[config.mk]
export PLATFORM = sky130hd
export DESIGN_NAME = uart_rx
export DESIGN_NICKNAME = d
export VERILOG_FILES = /design/src/rtl/uart_rx.sv
export SDC_FILE = /design/constraint.sdc
export NUM_CORES = 1
export LEC_CHECK = 0
export CORE_MARGIN = 2
export CORE_UTILIZATION = 50
export CTS_BUF_LIST = sky130_fd_sc_hd__clkbuf_8 sky130_fd_sc_hd__clkbuf_16
export DETAILED_ROUTE_END_ITERATION = 8
export PLACE_DENSITY = 0.74
export RECOVER_POWER = 50
export SYNTH_ARGS = -nofsm -noshare
export SYNTH_HDL_FRONTEND = slang
export SYNTH_SLANG_ARGS = --single-unit
[constraint.sdc]
create_clock -name CLK -period 2.01 [get_ports CLK]
set_input_delay 0.3015 -clock CLK [delete_from_list [all_inputs] [get_ports CLK]]
set_output_delay 0.3015 -clock CLK [all_outputs]
set_load 0.005 [all_outputs]
[src/rtl/uart_rx.sv]
// Oversampling UART receiver: start, 8 data bits LSB first, optional parity, stop.
// Define UART_RX_MAJORITY_VOTE_EN for 2-of-3 majority sampling around mid-bit.
module uart_rx #(
    parameter int unsigned PRESCALE = 8
) (
    input  logic       CLK,
    input  logic       RST,
    input  logic       RX_IN,
    input  logic       PAR_EN,
    input  logic       PAR_TYP,
    output logic [7:0] P_DATA,
    output logic       DATA_VALID,
    output logic       PAR_ERR,
    output logic       STOP_ERR
);

    localparam int unsigned CW = $clog2(PRESCALE);
    localparam logic [CW-1:0] LAST = CW'(PRESCALE - 1);
    localparam logic [CW-1:0] MID  = CW'(PRESCALE / 2);

    typedef enum logic [2:0] {IDLE, START, DATA, PARITY, STOP} state_t;

    state_t        state_q, state_d;
    logic          rx_meta_q, rx_s_q;
    logic [CW-1:0] edge_cnt_q, edge_cnt_d;
    logic [2:0]    bit_cnt_q, bit_cnt_d;
    logic [7:0]    shift_reg_q, shift_reg_d;
    logic          par_acc_q, par_acc_d;
    logic          par_fail_q, par_fail_d;
    logic          stop_fail_q, stop_fail_d;
    logic          par_en_q, par_en_d;
    logic          par_typ_q, par_typ_d;
    logic [7:0]    p_data_q, p_data_d;
    logic          data_valid_q, data_valid_d;
    logic          par_err_q, par_err_d;
    logic          stop_err_q, stop_err_d;
    logic          decide;
    logic          sample;
    logic          last_edge;

`ifdef UART_RX_MAJORITY_VOTE_EN
    localparam logic [CW-1:0] MID_M1 = CW'(PRESCALE / 2 - 1);
    localparam logic [CW-1:0] MID_P1 = CW'(PRESCALE / 2 + 1);

    logic [1:0] vote_q, vote_d;

    // Early votes are captured at mid-1 and mid; the third is the live sample at mid+1.
    always_comb begin
        vote_d = vote_q;
        if (edge_cnt_q == MID_M1) vote_d[0] = rx_s_q;
        if (edge_cnt_q == MID)    vote_d[1] = rx_s_q;
        decide = (edge_cnt_q == MID_P1);
        sample = (vote_q[0] & vote_q[1]) | (vote_q[0] & rx_s_q) | (vote_q[1] & rx_s_q);
    end

    always_ff @(posedge CLK or negedge RST) begin
        if (!RST) vote_q <= '1;
        else      vote_q <= vote_d;
    end
`else
    always_comb begin
        decide = (edge_cnt_q == MID);
        sample = rx_s_q;
    end
`endif

    assign last_edge = (edge_cnt_q == LAST);

    always_comb begin
        state_d      = state_q;
        edge_cnt_d   = edge_cnt_q;
        bit_cnt_d    = bit_cnt_q;
        shift_reg_d  = shift_reg_q;
        par_acc_d    = par_acc_q;
        par_fail_d   = par_fail_q;
        stop_fail_d  = stop_fail_q;
        par_en_d     = par_en_q;
        par_typ_d    = par_typ_q;
        p_data_d     = p_data_q;
        data_valid_d = 1'b0;
        par_err_d    = 1'b0;
        stop_err_d   = 1'b0;

        if (state_q != IDLE) edge_cnt_d = last_edge ? '0 : edge_cnt_q + 1'b1;

        case (state_q)
            IDLE: begin
                edge_cnt_d = '0;
                if (!rx_s_q) begin
                    // Detection cycle is edge 0 of the start bit.
                    par_en_d    = PAR_EN;
                    par_typ_d   = PAR_TYP;
                    edge_cnt_d  = CW'(1);
                    bit_cnt_d   = '0;
                    par_acc_d   = 1'b0;
                    par_fail_d  = 1'b0;
                    stop_fail_d = 1'b0;
                    state_d     = START;
                end
            end
            START: begin
                if (decide && sample) begin
                    state_d    = IDLE;
                    edge_cnt_d = '0;
                end else if (last_edge) begin
                    state_d   = DATA;
                    bit_cnt_d = '0;
                end
            end
            DATA: begin
                if (decide) begin
                    shift_reg_d = {sample, shift_reg_q[7:1]};
                    par_acc_d   = par_acc_q ^ sample;
                end
                if (last_edge) begin
                    if (bit_cnt_q == 3'd7) state_d = par_en_q ? PARITY : STOP;
                    else                   bit_cnt_d = bit_cnt_q + 3'd1;
                end
            end
            PARITY: begin
                if (decide && (sample != (par_acc_q ^ par_typ_q))) par_fail_d = 1'b1;
                if (last_edge) state_d = STOP;
            end
            STOP: begin
                if (decide && !sample) stop_fail_d = 1'b1;
                if (last_edge) begin
                    state_d = IDLE;
                    if (!par_fail_q && !stop_fail_d) begin
                        p_data_d     = shift_reg_q;
                        data_valid_d = 1'b1;
                    end else begin
                        par_err_d  = par_fail_q;
                        stop_err_d = stop_fail_d;
                    end
                end
            end
            default: state_d = IDLE;
        endcase
    end

    always_ff @(posedge CLK or negedge RST) begin
        if (!RST) begin
            rx_meta_q    <= 1'b1;
            rx_s_q       <= 1'b1;
            state_q      <= IDLE;
            edge_cnt_q   <= '0;
            bit_cnt_q    <= '0;
            shift_reg_q  <= '0;
            par_acc_q    <= 1'b0;
            par_fail_q   <= 1'b0;
            stop_fail_q  <= 1'b0;
            par_en_q     <= 1'b0;
            par_typ_q    <= 1'b0;
            p_data_q     <= '0;
            data_valid_q <= 1'b0;
            par_err_q    <= 1'b0;
            stop_err_q   <= 1'b0;
        end else begin
            rx_meta_q    <= RX_IN;
            rx_s_q       <= rx_meta_q;
            state_q      <= state_d;
            edge_cnt_q   <= edge_cnt_d;
            bit_cnt_q    <= bit_cnt_d;
            shift_reg_q  <= shift_reg_d;
            par_acc_q    <= par_acc_d;
            par_fail_q   <= par_fail_d;
            stop_fail_q  <= stop_fail_d;
            par_en_q     <= par_en_d;
            par_typ_q    <= par_typ_d;
            p_data_q     <= p_data_d;
            data_valid_q <= data_valid_d;
            par_err_q    <= par_err_d;
            stop_err_q   <= stop_err_d;
        end
    end

    assign P_DATA     = p_data_q;
    assign DATA_VALID = data_valid_q;
    assign PAR_ERR    = par_err_q;
    assign STOP_ERR   = stop_err_q;

endmodule

Word level (Yosys, flattened, before mapping)
Cells that the tools add are included.
- bits in registers: 35
- word-level logic and storage cells: 96
- $add $sub $neg: 2
- equality and inequality tests: 19
- muxes and demuxes: 36
- bitwise operators: 3
- reductions and logical operators: 21
- operators with widths (operator ; count):
    3-bit 2-to-1 mux ; 15
    2-bit != test (second input constant) ; 10
    1-bit 2-to-1 mux ; 15
    3-bit case mux with 5 select lines ; 1
    3-bit equality test (second input constant) ; 4
    6-bit AND reduction ; 2
    3-bit case mux with 3 select lines ; 1
    3-bit AND reduction ; 3
    3-bit by 1-bit adder with 3-bit output (second input constant) ; 2
    3-bit by 2-bit equality test with 1-bit output (second input constant) ; 2
    1-bit case mux with 2 select lines ; 3
    3-bit case mux with 2 select lines ; 1
    2-bit AND reduction ; 3
    2-bit nonzero test ; 3
    3-bit nonzero test ; 2
    1-bit logical AND ; 4
    3-bit by 1-bit equality test with 1-bit output (second input constant) ; 1
    1-bit logical NOT ; 3
    3-bit logical NOT ; 1
    3-bit != test (second input constant) ; 1
    1-bit XOR ; 2
    1-bit != test ; 1
    1-bit inverter ; 1

Longest topological paths before layout
Gate-level depths: netlist of the first run.
- depth in word-level cells: 9
- mapped depth: 7

Worst setup path before layout of the first run
No wires, ideal clock.
- path kind: reg-to-reg
- start point: reg edge_cnt_q[0]
- end point: reg state_q[2]
- library setup time: 0.118 ns
- arrival: 1.767 ns
- path slack: 0.125 ns
- stages on the path, launching flop included: 8
- path buffers: 1
- clock period less this slack: 1.885 ns
- cell sequence: dfrtp_1 -> ha_1 -> ha_1 -> buf_2 -> and3_1 -> nor4b_1 -> nor4b_1 -> a21o_1
- cells in the longest elaborated chain, start to end: 4
- ends and longest elaborated chain (what ; line ; RTL):
    from (decl) ; 25 ; logic [CW-1:0] edge_cnt_q, edge_cnt_d;
    from (signal assigned) ; 162 ; edge_cnt_q <= edge_cnt_d;
    3-bit equality test ; 62 ; decide = (edge_cnt_q == MID);
    1-bit logical AND ; 102 ; if (decide && sample) begin
    3-bit != test (no source line) / 3-bit 2-to-1 mux (equally long branches) ; -- ;
    6-bit AND reduction (no source line) / 3-bit case mux with 5 select lines (equally long branches) ; -- ;
    to (signal assigned) ; 161 ; state_q <= state_d;
    to (decl) ; 23 ; state_t state_q, state_d;
Parallel ways exist; a longest one is shown, timed or not.
A chain may end at the register's enable or synchronous reset.

Worst setup path in the final report of the first run
- start point: reg bit_cnt_q[0]
- end point: reg bit_cnt_q[2]
- cells in the longest elaborated chain, start to end: 4
- ends and longest elaborated chain (what ; line ; RTL):
    from (decl) ; 26 ; logic [2:0] bit_cnt_q, bit_cnt_d;
    from (signal assigned) ; 163 ; bit_cnt_q <= bit_cnt_d;
    3-bit by 1-bit adder with 3-bit output ; 117 ; else bit_cnt_d = bit_cnt_q + 3'd1;
    3-bit 2-to-1 mux ; 116 ; if (bit_cnt_q == 3'd7) state_d = par_en_q ? PARITY : STOP;
    3-bit 2-to-1 mux ; 115 ; if (last_edge) begin
    3-bit case mux with 3 select lines ; 86 ; case (state_q)
Parallel ways exist; a longest one is shown, timed or not. The select of a mux whose other input is x is not followed.

==> results of run 1 <==
per-stage QoR:
step | util (%) | instances
after CTS | 61.7 | 194
final | 62.5 | 196
after global placement | 59.0 | 186
after detailed placement | 59.0 | 186
after floorplan | - | 127
after global routing | 62.5 | 196
cell families after synthesis:
logic type / after synthesis / synth area share (%)
and+or+nand+nor: 40 / 14.8
buffers and inverters: 10 / 3.72
AOI/OAI and AO/OA: 15 / 6.65
xor gates and xnor gates: 2 / 1.11
DFF: 35 / 55.6
muxes: 20 / 14.2
adders and majority gates: 5 / 3.96
per-layer routing:
metal | vias up | track usage [%] | wire [um]
met1 | 491 | 21.2 | 1200
met5 | - | 0 | 0
met3 | 4 | 4.55 | 86
li1 | 494 | - | -
met4 | 0 | 8.57 | 42
met2 | 13 | 27.2 | 1310
repair_timing:
action	4_1_cts	5_1_grt
setup buffers	0	2
resized for setup	0	3
endpoints found under the setup margin	0	5
hold buffers	0	0
layout make-up:
type | instances | area [um^2]
clock buffer | 5 | 68.8
timing repair buffer | 23 | 208
inverter | 4 | 15.0
fill | 251 | 1130
sequential | 35 | 878
clock inverter | 3 | 12.5
tap | 44 | 55.1
multi-input combinational | 82 | 656
power by group through the flow:
stage | clock, mW | sequential, mW | combinational, mW
2_1_floorplan | 0 | 0.929 | 0.566
3_3_place_gp | 0 | 0.991 | 0.611
3_5_place_dp | 0 | 1.00 | 0.644
4_1_cts | 0.484 | 0.989 | 0.646
5_1_grt | 0.504 | 1.01 | 0.786
6_report | 0.467 | 0.989 | 0.691
cell usage after synthesis:
master	n	share of area, %
dfstp_2	2	3.3
nor4b_1	2	1.1
a21o_1	1	0.48
nand3_1	3	0.95
nor2b_1	1	0.40
xnor2_1	2	1.1
o32a_1	1	0.63
a21oi_1	2	0.63
nor3b_4	1	1.2
and3_1	5	2.0
nand2_1	10	2.4
nor3_1	1	0.32
nand2b_1	2	0.79
o31ai_1	2	0.95
clkbuf_1	1	0.24
buf_2	2	0.63
buf_6	2	1.4
mux2i_1	1	0.63
inv_1	4	0.95
nor4_4	1	1.3
buf_4	1	0.48
mux2_2	19	14
dfrtp_1	33	52
o22ai_1	1	0.40
nor2_1	9	2.1
a32oi_1	1	0.55
nand2_2	1	0.40
nor3b_1	2	0.95
o21a_1	1	0.48
and2b_1	1	0.48
nor4_1	1	0.40
o21ai_0	4	1.3
ha_1	5	4.0
a211oi_2	1	0.79
a211oi_1	1	0.48
worst min path at each step:
stage                         start    endpoint  slack [ns]  depth (start not counted)
after CTS                 rx_meta_q      rx_s_q        0.36                          0
after global routing      rx_meta_q      rx_s_q        0.37                          0
after floorplan                 RST  DATA_VALID       0.006                          0
after global placement    rx_meta_q      rx_s_q        0.35                          0
after detailed placement  rx_meta_q      rx_s_q        0.35                          0
final                     rx_meta_q      rx_s_q        0.36                          0
flip-flops by register name, indices dropped and copies added (netlist names):
register,cells
par_typ_q,1
P_DATA,8
rx_s_q,1
PAR_ERR,1
bit_cnt_q,3
par_fail_q,1
edge_cnt_q,3
shift_reg_q,8
par_en_q,1
state_q,3
STOP_ERR,1
stop_fail_q,1
par_acc_q,1
DATA_VALID,1
rx_meta_q,1
critical path, delay by kind of cell (launching register included):
family / cells / cell delay, ns
adder cells (fa/ha/maj): 2 / 0.40
multiplexers: 1 / 0.37
AO/OA/AOI/OAI: 2 / 0.66
flip-flops: 1 / 0.39
==> flow_metrics.py, run 1 <==
metrics = {
    "outcome": {
        "outcome": "finished clean",
    },
    "critical_path": {
        "cp_data_required_time_ns": 2.18,
        "critPathMostFrequentCell": "ha_1",
        "reg2reg_to": "bit_cnt_q[2]",
        "critical_path_class": "register to register",
        "rr_startpoint": "bit_cnt_q[0]",
        "start_kind": "register",
        "cp_max_fo": 3,
        "endpoint_kind": "register",
        "critPathMaxStageDelay_ns": 0.39,
        "path_cells": "ha_1, ha_1, o32a_1, a211oi_2, mux2_2",
        "crit_slowest_cell": "dfrtp_1",
        "rrSetupSlack_ns": 0.08,
        "reg2reg_depth": 5,
        "arrival_ns": 2.10,
        "startpoint": "bit_cnt_q[0]",
        "critPathCapture": "bit_cnt_q[2]",
    },
    "cells_and_area": {
        "nNetsFinal": 161,
        "final_area_um2": 1890,
        "area_delta_synth_final_pct": 19.8,
        "final_common_cell": "dfrtp_1",
        "mostFrequentLayoutCells": "dfrtp_1 (33), mux2_2 (19), clkdlybuf4s50_1 (12), nand2_1 (10), nor2_1 (9)",
        "diodes": 0,
        "drive_gt1_share_pct": 26.3,
    },
    "timing": {
        "relSlewSlack_pct": 45.3,
        "hold_violations": 0,
        "tns_ns": 0,
        "worst_hold_slack_ns": 0.360,
        "fin_skew_ns": 0.00550,
        "fin_crit_ns": 1.93,
        "tightest_slew_ns": 0.820,
        "finalSetupViolations": 0,
        "fin_ws_ns": 0.0829,
        "finalCritPeriodShare_pct": 95.9,
        "max_freq_mhz": 519,
        "slew_violations": 0,
    },
    "yosys": {
        "syn_avg_cell_area_um2": 12.4,
        "syn-num-nets": 137,
        "synth-seq-area-share_pct": 55.6,
        "synth_cell_types": 35,
        "ys_ff_latch": 35,
        "synth-warning-count": 0,
        "netlist_instances": 127,
        "syn_area_um2": 1580,
    },
    "die": {
        "start_util_pct": 52.2,
        "fp-row-count": 20,
        "die-width_um": 60.2,
        "die_h_um": 60.2,
        "io_pins": 16,
        "dieArea_um2": 3630,
        "core_um2": 3030,
    },
    "drt": {
        "vias": 1002,
        "drc": 0,
        "drtIter0Drc": 19,
        "post_drt_wl_per_cell_um": 13.5,
        "ant_nets": 0,
        "firstDrtPassIters": 4,
        "via_per_inst": 5.11,
        "routed_wl_mm": 2.64,
    },
    "placed_design": {
        "dp_slack_ns": 0.0948,
        "hpwl_mm": 1.84,
        "place.gp.congestion": 0.758,
        "port_buffers": 15,
        "dpl_cell_area_um2": 1790,
    },
    "power_and_ir_drop": {
        "p_total_mw": 2.15,
        "cellPowerDensity_nw_per_um2": 1130,
        "switchingPower_uw": 735,
        "swShare_pct": 34.2,
        "pwr-share-comb_pct": 32.2,
        "pwr-share-seq_pct": 46.1,
        "vdd_drop_max_mv": 0.744,
        "leakagePower_nw": 0.913,
        "p_int_mw": 1.41,
        "power_frac_clock_pct": 21.7,
    },
    "global_routing": {
        "antenna_found_initial": 0,
        "grt_max_degree": 36,
        "grt_overflow": 0,
        "grt_pass1_wl_mm": 4.45,
        "track_usage_pct": 17.1,
        "grt_pass1_vias": 993,
    },
    "cts": {
        "cts.sinks": 35,
        "ctsHtreeMaxLevel": 2,
        "clock_latency_ns": 0.28,
        "clkTransAtPathRegs_ns": 0.07,
        "cts_tree": "done",
        "cts-root-buf": "clkbuf_8",
        "cts_buffers": 5,
        "cts_buffer_depth": 2,
    },
    "hold_path": {
        "worstHoldPathType": "register to register",
    },
    "job": {
        "drv_cap": 0,
    },
}
No activity file was read; power rests on OpenSTA's default activity.
==> run 2: changes to the inputs <==
--- a/config.mk
+++ b/config.mk
@@ -11,6 +11,8 @@
 export DETAILED_ROUTE_END_ITERATION = 8
 export PLACE_DENSITY = 0.74
 export RECOVER_POWER = 50
+export SKIP_CTS_REPAIR_TIMING = 1
 export SYNTH_ARGS = -nofsm -noshare
 export SYNTH_HDL_FRONTEND = slang
 export SYNTH_SLANG_ARGS = --single-unit
+export TNS_END_PERCENT = 20
==> results of run 2 <==
Final layout, timing and power as in run 1 (identical DEF).
==> run 3: changes to the inputs <==
--- a/config.mk
+++ b/config.mk
@@ -5,6 +5,7 @@
 export SDC_FILE = /design/constraint.sdc
 export NUM_CORES = 1
 export LEC_CHECK = 0
+export CAP_MARGIN = 20
 export CORE_MARGIN = 2
 export CORE_UTILIZATION = 50
 export CTS_BUF_LIST = sky130_fd_sc_hd__clkbuf_8 sky130_fd_sc_hd__clkbuf_16
==> results of run 3 <==
Final layout, timing and power as in run 1 (identical DEF).
